==> src/rtl/cp0_pkg.sv <==
// Coprocessor-0 shared definitions: register numbers, exception codes,
// constant values and register bit positions.
package cp0_pkg;

  localparam logic [4:0] REG_SR    = 5'd12;
  localparam logic [4:0] REG_CAUSE = 5'd13;
  localparam logic [4:0] REG_EPC   = 5'd14;
  localparam logic [4:0] REG_PRID  = 5'd15;

  localparam logic [4:0] EXC_INT  = 5'd0;
  localparam logic [4:0] EXC_ADEL = 5'd4;
  localparam logic [4:0] EXC_ADES = 5'd5;
  localparam logic [4:0] EXC_RI   = 5'd10;
  localparam logic [4:0] EXC_OV   = 5'd12;

  localparam logic [31:0] HANDLER_PC = 32'h0000_4180;
  localparam logic [31:0] PRID_VAL   = 32'h2021_0001;

  localparam int SR_IE        = 0;
  localparam int SR_EXL       = 1;
  localparam int SR_IM_LO     = 10;
  localparam int CAUSE_EXC_LO = 2;
  localparam int CAUSE_IP_LO  = 10;
  localparam int CAUSE_BD     = 31;

  typedef enum logic {
    NORMAL  = 1'b0,
    HANDLER = 1'b1
  } cp0_state_t;

endpackage

==> src/rtl/cp0_unit.sv <==
// Coprocessor-0: interrupt/exception arbitration, SR/Cause/EPC/PRId,
// mfc0/mtc0/eret service and pipeline flush request.
module cp0_unit
  import cp0_pkg::*;
(
  input  logic        clk,
  input  logic        reset,
  input  logic [31:0] pc,
  input  logic        bd,
  input  logic [4:0]  exc_code,
  input  logic [5:0]  hw_int,
  input  logic [4:0]  sel,
  input  logic        we,
  input  logic [31:0] wdata,
  input  logic        eret,
  output logic [31:0] rdata,
  output logic        req,
  output logic [31:0] epc_out
);

  cp0_state_t state;
  cp0_state_t state_nxt;

  logic [5:0]  im;
  logic        ie;
  logic        bd_q;
  logic [5:0]  ip;
  logic [4:0]  exc_q;
  logic [31:0] epc;

  logic        exl;
  logic        int_req;
  logic        exc_req;
  logic        sr_wr;
  logic        epc_wr;
  logic [31:0] epc_nxt;
  logic [31:0] sr_word;
  logic [31:0] cause_word;

  assign exl = (state == HANDLER);

  always_ff @(posedge clk) begin
    if (reset) begin
      state <= NORMAL;
    end else begin
      state <= state_nxt;
    end
  end

  // An eret after an SR write in the same slot still leaves EXL clear.
  always_comb begin
    state_nxt = state;
    priority case (1'b1)
      req:   state_nxt = HANDLER;
      eret:  state_nxt = NORMAL;
      sr_wr: state_nxt = wdata[SR_EXL] ? HANDLER : NORMAL;
      default: state_nxt = state;
    endcase
  end

  always_comb begin
    int_req = 1'b0;
    exc_req = 1'b0;
    req     = 1'b0;
    if (!reset) begin
      int_req = (|(hw_int & im)) & ie & ~exl;
      exc_req = (exc_code != EXC_INT) & ~exl;
      req     = int_req | exc_req;
    end
  end

  assign sr_wr  = we & ~req & (sel == REG_SR);
  assign epc_wr = we & ~req & (sel == REG_EPC);

  assign epc_nxt = bd ? (pc - 32'd4) : pc;

  always_ff @(posedge clk) begin
    if (reset) begin
      im    <= '0;
      ie    <= 1'b0;
      bd_q  <= 1'b0;
      ip    <= '0;
      exc_q <= '0;
      epc   <= '0;
    end else begin
      ip <= hw_int;
      if (req) begin
        exc_q <= int_req ? EXC_INT : exc_code;
        bd_q  <= bd;
        epc   <= {epc_nxt[31:2], 2'b00};
      end else begin
        if (sr_wr) begin
          im <= wdata[SR_IM_LO +: 6];
          ie <= wdata[SR_IE];
        end
        if (epc_wr) begin
          epc <= {wdata[31:2], 2'b00};
        end
      end
    end
  end

  always_comb begin
    sr_word                     = '0;
    sr_word[SR_IM_LO +: 6]      = im;
    sr_word[SR_EXL]             = exl;
    sr_word[SR_IE]              = ie;
    cause_word                  = '0;
    cause_word[CAUSE_BD]        = bd_q;
    cause_word[CAUSE_IP_LO +: 6] = ip;
    cause_word[CAUSE_EXC_LO +: 5] = exc_q;
  end

  always_comb begin
    rdata = '0;
    unique case (sel)
      REG_SR:    rdata = sr_word;
      REG_CAUSE: rdata = cause_word;
      REG_EPC:   rdata = epc;
      REG_PRID:  rdata = PRID_VAL;
      default:   rdata = '0;
    endcase
  end

  assign epc_out = epc;

endmodule

==> config.mk <==
export PLATFORM = sky130hd
export DESIGN_NAME = cp0_unit
export DESIGN_NICKNAME = d
export VERILOG_FILES = /design/src/rtl/cp0_pkg.sv /design/src/rtl/cp0_unit.sv
export SDC_FILE = /design/constraint.sdc
export NUM_CORES = 1
export LEC_CHECK = 0
export BUFFER_PORTS_ARGS = -buffer_cell sky130_fd_sc_hd__buf_2
export CORE_MARGIN = 2
export CORE_UTILIZATION = 48
export CTS_CLUSTER_SIZE = 8
export DETAILED_ROUTE_END_ITERATION = 6
export PLACE_DENSITY_LB_ADDON = 0.15
export RECOVER_POWER = 50
export SYNTH_ARGS = -nofsm -noshare
export SYNTH_HDL_FRONTEND = slang
export SYNTH_SLANG_ARGS = --single-unit
export TNS_END_PERCENT = 50
==> constraint.sdc <==
create_clock -name clk -period 2.98 [get_ports clk]
set_input_delay 0.596 -clock clk [delete_from_list [all_inputs] [get_ports clk]]
set_output_delay 0.596 -clock clk [all_outputs]
set_load 0.005 [all_outputs]
* After elaboration in Yosys (flattened, before gate mapping)
Cells that the tools add are included. Widths: inputs -> output; s select.
Cells by class: $add $sub $neg 1, equality and inequality tests 4, muxes and demuxes 11, bitwise gates (word level) 10, reduce and logical (&&, ||, !) cells 5
Operators by type and width (number):
- $pmux 32 s4 | 1
- $mux 32 | 3
- $sub 32x3->32 const B | 1
- $eq 5x4->1 const B | 4
- $and 1x1->1 | 6
- $and 6x6->6 | 1
- $mux 1 | 6
- $reduce_or 6->1 | 1
- $mux 5 | 1
- $reduce_bool 5->1 | 1
- $reduce_bool 3->1 | 1
- $not 1->1 | 2
- $reduce_and 2->1 | 1
- $reduce_bool 2->1 | 1
- $or 1x1->1 | 1
Word-level totals: flip-flop bits (word level) 50, logic and storage cells 38

* Logic depth before layout (Yosys ltp)
word-level depth 12, mapped depth 7, gate-level depth less buffers 6

* Worst setup path before layout
No wires, ideal clock.
kind input to output, start input port reset, end output port req, data arrival time 2.034 ns, required time 2.384 ns, path slack 0.350 ns, stages 6, buffers on the path 2, cells stage by stage clkbuf_1 > or3b_2 > a31oi_1 > nor2_1 > inv_1 > clkbuf_1
Between the ends: cells in the longest elaborated chain, start to end 1
RTL lines:
- start, declared | line cp0_unit.sv:7 | input logic reset,
- $mux 1 | line cp0_unit.sv:65 | if (!reset) begin
- end, declared | line cp0_unit.sv:17 | output logic req,
Every way passes these cells.

* Worst setup path after layout
start input port reset, end register im[1]
Between the ends: cells in the longest elaborated chain, start to end 5
RTL lines:
- $mux 1 | line cp0_unit.sv:65
- $not 1->1 (no line)
- $and 1x1->1 (2 in series) | line cp0_unit.sv:72 | assign sr_wr = we & ~req & (sel == REG_SR);
- $reduce_and 2->1 (no line)
- end signal, assigned | line cp0_unit.sv:93 | im <= wdata[SR_IM_LO +: 6];
- end, declared | line cp0_unit.sv:24 | logic [5:0] im;
Several ways; a longest one is shown, not always the timed one. A chain may end at the register's enable or synchronous reset.

==> metrics.log <==
[metrics] outcome: finished, violations left
[metrics] failing checks: capacitance limit, slew limit
[metrics] post-DP HPWL: 8.198 mm
[metrics] final worst-path setup slack: 0.4639 ns
[metrics] critical path class: primary input to flip-flop
[metrics] layout net count: 628
[metrics] cells taking the most area after synthesis: sky130_fd_sc_hd__dfxtp_1 30%, sky130_fd_sc_hd__and3_1 8.6%, sky130_fd_sc_hd__a2111oi_0 7.9%
[metrics] total routed wirelength: 11.01 mm
[metrics] Fin Clk Skew: 0.003842 ns
[metrics] CTS Buf Count: 5
[metrics] final number of hold-violating endpoints: 0
[metrics] layout-stage area growth over the synthesis result: 26.98%
[metrics] detailed-router iteration count before antenna repair: 7
[metrics] dominant cell type by area after synthesis: sky130_fd_sc_hd__dfxtp_1
[metrics] sequential-to-total area share from yosys stat: 30.02%
[metrics] number of warnings issued by yosys: 0
[metrics] element type at the critical path end: flip-flop
[metrics] type of the tightest min-delay check: flip-flop to flip-flop
[metrics] commonest cells after routing, fill and taps aside: 128 x sky130_fd_sc_hd__buf_2, 50 x sky130_fd_sc_hd__dfxtp_1, 46 x sky130_fd_sc_hd__and3_1
[metrics] count of cell types in the netlist: 48
[metrics] Worst Path Max Fanout: 49
[metrics] share of the cycle needed by the critical path after routing: 84.43%
[metrics] GRT overflow: 0
[metrics] initial antenna violation count: 0
[metrics] worst slew slack as a fraction of its limit: -39.21%
[metrics] Starting Density: 49.35%
[metrics] setup repair after global routing missed its margin: no
[metrics] Sinks on Clock Net: 50
[metrics] root buffer cell: sky130_fd_sc_hd__clkbuf_8
[metrics] number of gates resized after CTS: 0
[metrics] diode count: 0
[metrics] Final Max Slew Viols: 50
[metrics] commonest non-fill, non-tap cell in the layout: sky130_fd_sc_hd__buf_2
[metrics] Fmax: 397.4 MHz
[metrics] Placeable Area: 0.006756 mm^2
[metrics] first-pass GRT wire length: 16.86 mm
[metrics] clock latency reported for the late side of the worst-skew pair: 0.30 ns
[metrics] hold buffer count at cts: 0
[metrics] time the final worst path needs with I/O delays and setup: 2.516 ns
[metrics] count of input and output buffers: 145
[metrics] crit path launch type: primary input
[metrics] flop and latch count out of synthesis: 50
[metrics] number of buffers on the longest clock path: 2
[metrics] gate count after technology mapping: 409
[metrics] weighted congestion reported at the end of routability-driven placement: 0.9322
[metrics] maximum number of pins on one net before global-route repair: 50
[metrics] drt initial violations: 233
[metrics] mean area per synthesized cell: 8.153 um^2
[metrics] layout cell share with drive strength beyond 1: 30.94%
[metrics] Synth top area share: 30.02%
[metrics] vias after detailed routing: 3,877
[metrics] Final setup violation count: 0
[metrics] top-level I/O count: 150
[metrics] deepest level of the CTS H-tree: 2
[metrics] area of the die: 0.007629 mm^2
[metrics] async set-reset flop share out of synthesis: 0%
[metrics] arrival time of the worst setup path: 2.70 ns
[metrics] buffers inserted by post-CTS timing repair: 0
[metrics] Fin Setup TNS: 0 ns
[metrics] Tot GR Track Use: 27.81%
[metrics] number of global-route vias before repair: 3,364
[metrics] Die Y: 87.35 um
[metrics] ANT nets after route: 0
[metrics] TritonCTS clock tree: built
[metrics] Critical Path RT: 3.16 ns
[metrics] DR vias/cell: 6.223
[metrics] cell area after synthesis: 0.003334 mm^2
[metrics] Worst-path clk slew: 0.09 ns
[metrics] number of fill cells: 628
[metrics] leakage power of the design: 0.001850 uW
[metrics] Die Span X: 87.35 um
[metrics] Place WS: 0.3833 ns
[metrics] Core Rows: 30
[metrics] count of flip-flops with a built-in enable after synthesis: 0
[metrics] maximum VDD drop: 209.7 uV
[metrics] per-cell routed wire length: 17.68 um
[metrics] actual slew at the worst max-slew pin: 2.088 ns
[metrics] residual DRC count: 0
[metrics] number of violations of the max-capacitance limit: 1
[metrics] post-layout util: 62.67%
[metrics] leading register cell type out of synthesis: sky130_fd_sc_hd__dfxtp_1
[metrics] P per Cell Area: 366.8 mW/mm^2
-- synthesized netlist by cell type, types with 4 or more instances --
library cell,number
sky130_fd_sc_hd__nor2b_1,8
sky130_fd_sc_hd__nand2_1,15
sky130_fd_sc_hd__or4_1,15
sky130_fd_sc_hd__o21ai_0,5
sky130_fd_sc_hd__inv_1,4
sky130_fd_sc_hd__a22oi_1,11
sky130_fd_sc_hd__nor2_1,35
sky130_fd_sc_hd__dfxtp_1,50
sky130_fd_sc_hd__a2111oi_0,30
sky130_fd_sc_hd__or3_1,10
sky130_fd_sc_hd__nand3_1,6
sky130_fd_sc_hd__clkbuf_1,32
sky130_fd_sc_hd__nor4_1,4
sky130_fd_sc_hd__o31ai_1,11
sky130_fd_sc_hd__nand2b_1,15
sky130_fd_sc_hd__mux2i_1,13
sky130_fd_sc_hd__xnor2_1,4
sky130_fd_sc_hd__o41ai_1,4
sky130_fd_sc_hd__a21oi_1,12
sky130_fd_sc_hd__a211oi_1,13
sky130_fd_sc_hd__a311oi_1,17
sky130_fd_sc_hd__and3_1,46
sky130_fd_sc_hd__xor2_1,8
-- through the flow --
stage | area (um^2) | hold slack, ns | std cells | total power, uW
after detailed placement | 4154 | 0.4565 | 615 | 1089
after global routing | 4234 | 0.5102 | 623 | 1631
after floorplan | 3338 | 0.4357 | 410 | 922.6
after CTS | 4263 | 0.4792 | 623 | 1559
final | 4234 | 0.4799 | 623 | 1553
after global placement | 4154 | 0.4597 | 615 | 1084
-- registers in the layout, summed over array words and instances (netlist names) --
register	count
bd_q	1
epc_out	30
exc_q	5
exl	1
ie	1
im	6
ip	6
-- report_power, final --
group	leakage, uW	switching (uW)	total [uW]	internal (uW)
clock network	0.0000579	230	477	247
registers	0.000413	36.0	751	715
logic	0.00138	183	325	142
total	0.00185	448	1550	1100
-- cell families (layout without fill, tap and decap cells) --
group	after synthesis	in the layout	synth area share (%)
adder cells (fa/ha/maj)	1	1	0.3752
AO/OA/AOI/OAI	108	108	24.92
AND/OR/NAND/NOR	182	182	32.53
XOR/XNOR	12	12	3.152
buffers and inverters	42	175	4.990
flip-flops	50	50	30.02
multiplexers	13	13	3.902
other	1	2	0.1125
-- final cells by class --
class                   instances  area [um^2]  area share (%)
clock buffers                   5        68.82           1.625
clock inverters                 3        40.04          0.9456
inverters                       4        15.01          0.3546
multi-input cells             318         2177           51.42
flip-flops and latches         50         1001           23.64
well taps                      80        100.1           2.364
repair buffers                163        832.0           19.65
-- worst paths after layout --
check	startpoint	endpoint	slack, ns	cells after the start
hold reg to reg	exc_q[2]$_SDFFE_PP0N_	exc_q[2]$_SDFFE_PP0N_	0.48	2
hold / removal	exc_q[2]$_SDFFE_PP0N_	exc_q[2]$_SDFFE_PP0N_	0.48	2
setup reg to reg	ie$_SDFFE_PP0P_	im[3]$_SDFFE_PP0P_	0.90	6
setup / recovery	reset	im[1]$_SDFFE_PP0P_	0.46	4
-- metal layers --
metal / wire length (um) / share of wire [%] / GRT usage (%)
met4: 204 / 1.9 / 7.972
met5: 0 / 0 / 0
met1: 5019 / 46 / 39.60
met2: 5033 / 46 / 43.18
met3: 757 / 6.9 / 4.550
-- critical path, cell delays in order --
cell,delay (ns)
sky130_fd_sc_hd__clkbuf_1,0.23
sky130_fd_sc_hd__clkbuf_1,1.53
sky130_fd_sc_hd__nand2b_1,0.26
sky130_fd_sc_hd__mux2i_1,0.07
(Power assumes the default switching activity.)
